==> src/rtl/quota_bitstream_gen_if.sv <==
// Handshake bundle between the quota source, the bitstream generator and the
// stochastic compute array. QW must match the generator's derived quota width.
interface quota_bitstream_gen_if #(
    parameter int QW = 6
);
    logic          in_valid;
    logic [QW-1:0] in_quota;
    logic          in_ready;
    logic          out_valid;
    logic          out_ready;
    logic          out_bit;
    logic          out_last;
    logic          out_first;

    // Generator side
    modport slave (
        input  in_valid, in_quota, out_ready,
        output in_ready, out_valid, out_bit, out_last, out_first
    );

    // Quota source / bitstream consumer side
    modport master (
        output in_valid, in_quota, out_ready,
        input  in_ready, out_valid, out_bit, out_last, out_first
    );
endinterface

==> src/rtl/quota_bitstream_gen.sv <==
// Serialises a quota (number of ones) into a BITSTREAM-beat stochastic
// bitstream. One active stream plus a one-deep pending slot lets consecutive
// quotas stream without bubbles. Every output comes straight from a register.
//
// state    | meaning
// S_IDLE   | no active stream, out_valid low
// S_STREAM | emitting beat r_k of quota r_qa
// r_pend   | pending quota r_qp held (orthogonal to state)
module quota_bitstream_gen #(
    parameter int BITSTREAM = 64,
    parameter int MODE      = 0,
    parameter int QW        = $clog2(BITSTREAM)
) (
    input  logic                 clk,
    input  logic                 rst,
    quota_bitstream_gen_if.slave bus
);

    if (BITSTREAM < 2 || (BITSTREAM & (BITSTREAM - 1)) != 0) begin : g_bad_bitstream
        $error("quota_bitstream_gen: BITSTREAM must be a power of two >= 2");
    end
    if (MODE != 0 && MODE != 1) begin : g_bad_mode
        $error("quota_bitstream_gen: MODE must be 0 or 1");
    end

    typedef enum logic {
        S_IDLE,
        S_STREAM
    } state_t;

    localparam logic [QW-1:0] LAST_K = QW'(BITSTREAM - 1);

    // Beat index reordering: identity (thermometer) or bit-reversed counter
    // (low-discrepancy). Both are permutations of 0..BITSTREAM-1, so either
    // yields exactly qa ones per stream.
    function automatic logic beat_bit(input logic [QW-1:0] k, input logic [QW-1:0] qa);
        logic [QW-1:0] idx;
        idx = k;
        if (MODE == 1) begin
            for (int i = 0; i < QW; i++) begin
                idx[i] = k[QW-1-i];
            end
        end
        return idx < qa;
    endfunction

    state_t        r_state;
    logic          r_pend;
    logic [QW-1:0] r_qa;
    logic [QW-1:0] r_qp;
    logic [QW-1:0] r_k;
    logic          r_in_ready;
    logic          r_out_valid;
    logic          r_out_bit;
    logic          r_out_first;
    logic          r_out_last;

    logic          w_accept;
    logic          w_xfer;
    logic          w_at_last;
    state_t        w_state_nxt;
    logic          w_pend_nxt;
    logic [QW-1:0] w_qa_nxt;
    logic [QW-1:0] w_qp_nxt;
    logic [QW-1:0] w_k_nxt;
    logic          w_stream_nxt;

    assign w_accept  = bus.in_valid & r_in_ready;
    assign w_xfer    = r_out_valid & bus.out_ready;
    assign w_at_last = (r_k == LAST_K);

    // Next-state decision: output transfer first, then input accept, so an
    // accept on the final beat of a lone stream lands directly in qa.
    always_comb begin
        w_state_nxt = r_state;
        w_pend_nxt  = r_pend;
        w_qa_nxt    = r_qa;
        w_qp_nxt    = r_qp;
        w_k_nxt     = r_k;

        if (w_xfer) begin
            if (!w_at_last) begin
                w_k_nxt = r_k + QW'(1);
            end else if (r_pend) begin
                w_qa_nxt   = r_qp;
                w_k_nxt    = '0;
                w_pend_nxt = 1'b0;
            end else begin
                w_state_nxt = S_IDLE;
                w_k_nxt     = '0;
            end
        end

        if (w_accept) begin
            if (r_state == S_IDLE || (w_xfer && w_at_last && !r_pend)) begin
                w_state_nxt = S_STREAM;
                w_qa_nxt    = bus.in_quota;
                w_k_nxt     = '0;
            end else begin
                w_qp_nxt   = bus.in_quota;
                w_pend_nxt = 1'b1;
            end
        end

        w_stream_nxt = (w_state_nxt == S_STREAM);
    end

    // State and registered outputs; outputs are precomputed from next state
    // so they hold steady whenever k and qa do (i.e. under backpressure).
    always_ff @(posedge clk) begin
        if (rst) begin
            r_state     <= S_IDLE;
            r_pend      <= 1'b0;
            r_qa        <= '0;
            r_qp        <= '0;
            r_k         <= '0;
            r_in_ready  <= 1'b1;
            r_out_valid <= 1'b0;
            r_out_bit   <= 1'b0;
            r_out_first <= 1'b0;
            r_out_last  <= 1'b0;
        end else begin
            r_state     <= w_state_nxt;
            r_pend      <= w_pend_nxt;
            r_qa        <= w_qa_nxt;
            r_qp        <= w_qp_nxt;
            r_k         <= w_k_nxt;
            r_in_ready  <= !w_pend_nxt;
            r_out_valid <= w_stream_nxt;
            r_out_bit   <= w_stream_nxt && beat_bit(w_k_nxt, w_qa_nxt);
            r_out_first <= w_stream_nxt && (w_k_nxt == '0);
            r_out_last  <= w_stream_nxt && (w_k_nxt == LAST_K);
        end
    end

    assign bus.in_ready  = r_in_ready;
    assign bus.out_valid = r_out_valid;
    assign bus.out_bit   = r_out_bit;
    assign bus.out_first = r_out_first;
    assign bus.out_last  = r_out_last;

endmodule

==> src/flat_wrapper.sv <==
// flat-port wrapper written by rule: the top's interface ports become plain ports
module quota_bitstream_gen_flat 
#(
    parameter int BITSTREAM = 64,
    parameter int MODE      = 0,
    parameter int QW        = $clog2(BITSTREAM)
)
  (clk, rst, bus_in_valid, bus_in_quota, bus_out_ready, bus_in_ready, bus_out_valid, bus_out_bit, bus_out_last, bus_out_first);
  quota_bitstream_gen_if #(.QW(QW)) bus_i ();
  input  logic clk;
  input  logic rst;
  input wire logic [$bits(bus_i.in_valid)-1:0] bus_in_valid;
  input wire logic [$bits(bus_i.in_quota)-1:0] bus_in_quota;
  input wire logic [$bits(bus_i.out_ready)-1:0] bus_out_ready;
  output wire logic [$bits(bus_i.in_ready)-1:0] bus_in_ready;
  output wire logic [$bits(bus_i.out_valid)-1:0] bus_out_valid;
  output wire logic [$bits(bus_i.out_bit)-1:0] bus_out_bit;
  output wire logic [$bits(bus_i.out_last)-1:0] bus_out_last;
  output wire logic [$bits(bus_i.out_first)-1:0] bus_out_first;
  assign bus_i.in_valid = bus_in_valid;
  assign bus_i.in_quota = bus_in_quota;
  assign bus_i.out_ready = bus_out_ready;
  assign bus_in_ready = bus_i.in_ready;
  assign bus_out_valid = bus_i.out_valid;
  assign bus_out_bit = bus_i.out_bit;
  assign bus_out_last = bus_i.out_last;
  assign bus_out_first = bus_i.out_first;
  quota_bitstream_gen #(.BITSTREAM(BITSTREAM), .MODE(MODE), .QW(QW)) u_core (.clk(clk), .rst(rst), .bus(bus_i));
endmodule
==> config.mk <==
export PLATFORM = sky130hd
export DESIGN_NAME = quota_bitstream_gen_flat
export DESIGN_NICKNAME = d
export VERILOG_FILES = /design/src/rtl/quota_bitstream_gen_if.sv /design/src/rtl/quota_bitstream_gen.sv /design/src/flat_wrapper.sv
export SDC_FILE = /design/constraint.sdc
export NUM_CORES = 1
export LEC_CHECK = 0
export ABC_AREA = 1
export BUFFER_PORTS_ARGS = -buffer_cell sky130_fd_sc_hd__buf_4
export CAP_MARGIN = 20
export CORE_ASPECT_RATIO = 1.75
export CORE_MARGIN = 2
export CORE_UTILIZATION = 50
export DETAILED_ROUTE_END_ITERATION = 6
export GPL_TIMING_DRIVEN = 0
export PLACE_DENSITY = 0.78
export SYNTH_ARGS = -nofsm -noshare
export SYNTH_HDL_FRONTEND = slang
export SYNTH_SLANG_ARGS = --single-unit
export TNS_END_PERCENT = 30
==> constraint.sdc <==
create_clock -name clk -period 1.7 [get_ports clk]
set_input_delay 0.255 -clock clk [delete_from_list [all_inputs] [get_ports clk]]
set_output_delay 0.255 -clock clk [all_outputs]
set_load 0.05 [all_outputs]
==> metrics.yaml <==
r2r_setup_slack_ns: -0.39
overflow: 0
end_kind: "register"
ys_ff_latch: 24
viasPerCell: 5.28
post_drt_wl_per_cell_microns: 14.5
cp_data_arrival_time_ns: 2.24
cts-root-buf: "clkbuf_8"
fin_nets: 208
ios: 15
synth.yosys.warnings: 0
cp_max_fo: 8
grt_pass1_wl_mm: 4.46
fin_crit_ns: 2.09
setup_viol: 1
crit_required_ns: 1.85
grt_pass1_vias: 1097
synth.distinct_cells: 26
fin_ws_ns: -0.389
ir_drop_mv: 0.542
fillers: 189
cap_violations: 0
rsz0062_at_grt: "yes"
violations: "negative setup slack"
synthArstFlopShare: 0
ant_nets: 0
synth_area_sq_mm: 0.00122
clockPowerShare: 0.272
fin_util: 0.709
fin_total_pwr_mw: 1.24
fin_crit_sh: 1.23
cts_made_buffers: 3
setup.worst_path.end: "u_core.bus.out_bit"
rows: 23
num_vias: 1140
p_seq_frac: 0.494
htreeDepth: 1
dr.pass1.iters: 4
pre_cts_slack_ns: -0.323
pwr-share-comb: 0.233
rr_endpoint: "u_core.bus.out_bit"
gp_congestion: 0.787
seq_area_frac_synth: 0.393
drtIter0Drc: 29
area_growth_pct: 33.7
hold_slack_ns: 0.209
synth_nets: 176
r2r_start: "u_core.r_k[0]"
place_area_sq_mm: 0.00139
synth_cells: 160
drc: 0
synth.area.top_cells: "dfxtp_1, nand2_1, inv_1, nor2_1, ha_1"
ys_top_cells_by_count: "nand2_1, inv_1, dfxtp_1"
max_slew_margin: 0.649
start_kind: "register"
r2r_cells: 11
p_switching_mw: 0.353
finalClockSkew_ns: 0.00508
p_per_area_mw_per_mm2: 760
fin_cells: 216
power.leakage_nw: 0.760
sw_frac_of_total: 0.285
portBuffers: 14
die_h_microns: 69.4
hold_viol_final: 0
synth_ff_type: "dfxtp_1"
synth.avg_cell_area_sq_um: 7.63
clk_pin_slew_ns: 0.08
clockBufferDepth: 2
layout-drive-gt1-share: 0.346
synth_edf_count: 0
clk_latency_ns: 0.26
die_width_microns: 41.4
grt_max_degree: 14
core_sq_mm: 0.00230
synth.top_cell.area_share: 0.393
crit_start: "u_core.r_k[0]"
track_usage: 0.218
dp_cells: 199
die-area_sq_mm: 0.00287
synth_most_common_cell: "nand2_1"
cts.sinks: 24
finalWirelength_mm: 3.14
status: "complete, but fails checks"
start_util: 0.530
cts_hold_buf: 0
synth_top_cell_by_area: "dfxtp_1"
p_int_mw: 0.887
dp_hpwl_mm: 2.08
min_path_type: "in2reg"
fin_tns_setup_ns: -0.389
path_class: "reg2reg"
diodes: 0
drv_slew: 0
antenna_found_initial: 0
cts_tree: "built"
fmax_ghz: 0.479
final_area_sq_mm: 0.00163
worst_pin_slew_ns: 0.527
==> power groups by stage <==
stage / Clock, mW / Sequential, mW / Combinational (mW)
2_1_floorplan: 0 / 0.653 / 0.131
3_5_place_dp: 0 / 0.626 / 0.226
6_report: 0.337 / 0.613 / 0.289
4_1_cts: 0.344 / 0.612 / 0.238
5_1_grt: 0.371 / 0.616 / 0.317
3_3_place_gp: 0 / 0.624 / 0.218
==> worst min-delay path by stage <==
stage | from | endpoint | slack, ns | cells past startpoint
2_1_floorplan | rst | u_core.bus.out_valid | 0.35 | 1
3_3_place_gp | u_core.r_qp[3] | u_core.r_qp[3] | 0.45 | 2
3_5_place_dp | u_core.r_qp[2] | u_core.r_qp[2] | 0.46 | 2
4_1_cts | rst | u_core.bus.out_valid | 0.21 | 2
5_1_grt | rst | u_core.bus.out_valid | 0.20 | 2
6_report | rst | u_core.bus.out_valid | 0.21 | 2
==> layout make-up <==
| cell class | instances | area [sq um] | share of cell area |
|---|---|---|---|
| plain buffers | 5 | 41.3 | 0.0253 |
| flip-flops and latches | 24 | 492 | 0.301 |
| well taps | 25 | 31.3 | 0.0192 |
| clock buffers | 4 | 45.0 | 0.0276 |
| repair buffers | 27 | 220 | 0.135 |
| inverters | 27 | 104 | 0.0636 |
| multi-input cells | 104 | 699 | 0.428 |
==> cell usage in the layout, fill, tap and decap left out, types with 2 or more instances in the layout <==
master    instances
inv_1            26
ha_4              3
nand2_2           3
nand2_4           4
nand4_1           3
nor2_1           22
nand3_1           5
o21ai_2           3
xor2_1            4
clkbuf_1          3
nor3_2            2
nand3_2           2
o21ai_0           3
nand2_1          24
o211ai_2          3
buf_4            27
a21oi_1           3
a211oi_1          6
o211ai_1          3
a21oi_2           2
dfxtp_2           6
dfxtp_1          17
ha_1              3
clkbuf_8          3
==> metal layers <==
| metal | global-route usage | routed length [microns] | up-vias |
|---|---|---|---|
| li1 | - | - | 578 |
| met1 | 0.230 | 1170 | 531 |
| met2 | 0.391 | 1840 | 23 |
| met3 | 0.0321 | 69 | 8 |
| met4 | 0.0789 | 56 | 0 |
| met5 | 0 | 0 | - |
==> critical path: stages, from the launching register on <==
cell      delay, ns
dfxtp_2        0.37
ha_4           0.15
nand2_4        0.06
inv_1          0.06
nand4_1        0.14
buf_6          0.18
o211ai_1       0.32
o21ai_4        0.13
ha_4           0.29
a21oi_2        0.05
o211ai_1       0.17
a21oi_1        0.05
==> kinds of logic (layout without fill, tap and decap cells) <==
logic type / count (synthesis) / in the layout / share of synthesized area
AND/OR/NAND/NOR: 68 / 68 / 0.256
XOR/XNOR: 4 / 4 / 0.0287
adder cells (fa/ha/maj): 6 / 6 / 0.0615
flip-flops: 24 / 24 / 0.393
buffers and inverters: 32 / 63 / 0.111
AO/OA/AOI/OAI: 26 / 26 / 0.150
==> sequential cells by signal, summed over array words and instances (netlist names) <==
name                  cells
u_core.bus.in_ready       1
u_core.bus.out_bit        1
u_core.bus.out_last       1
u_core.r_pend             1
u_core.r_k                6
u_core.r_qp               6
u_core.r_qa               6
u_core.bus.out_first      1
u_core.bus.out_valid      1
==> repair_timing <==
item / CTS / global route
resized for setup: 6 / 12
gates cloned: 0 / 1
buffers inserted: 2 / 10
pin swaps: 1 / 10
endpoints found under the setup margin: 1 / 1
endpoints found under the hold margin: 0 / 0
No activity file was read; power rests on OpenSTA's default activity.
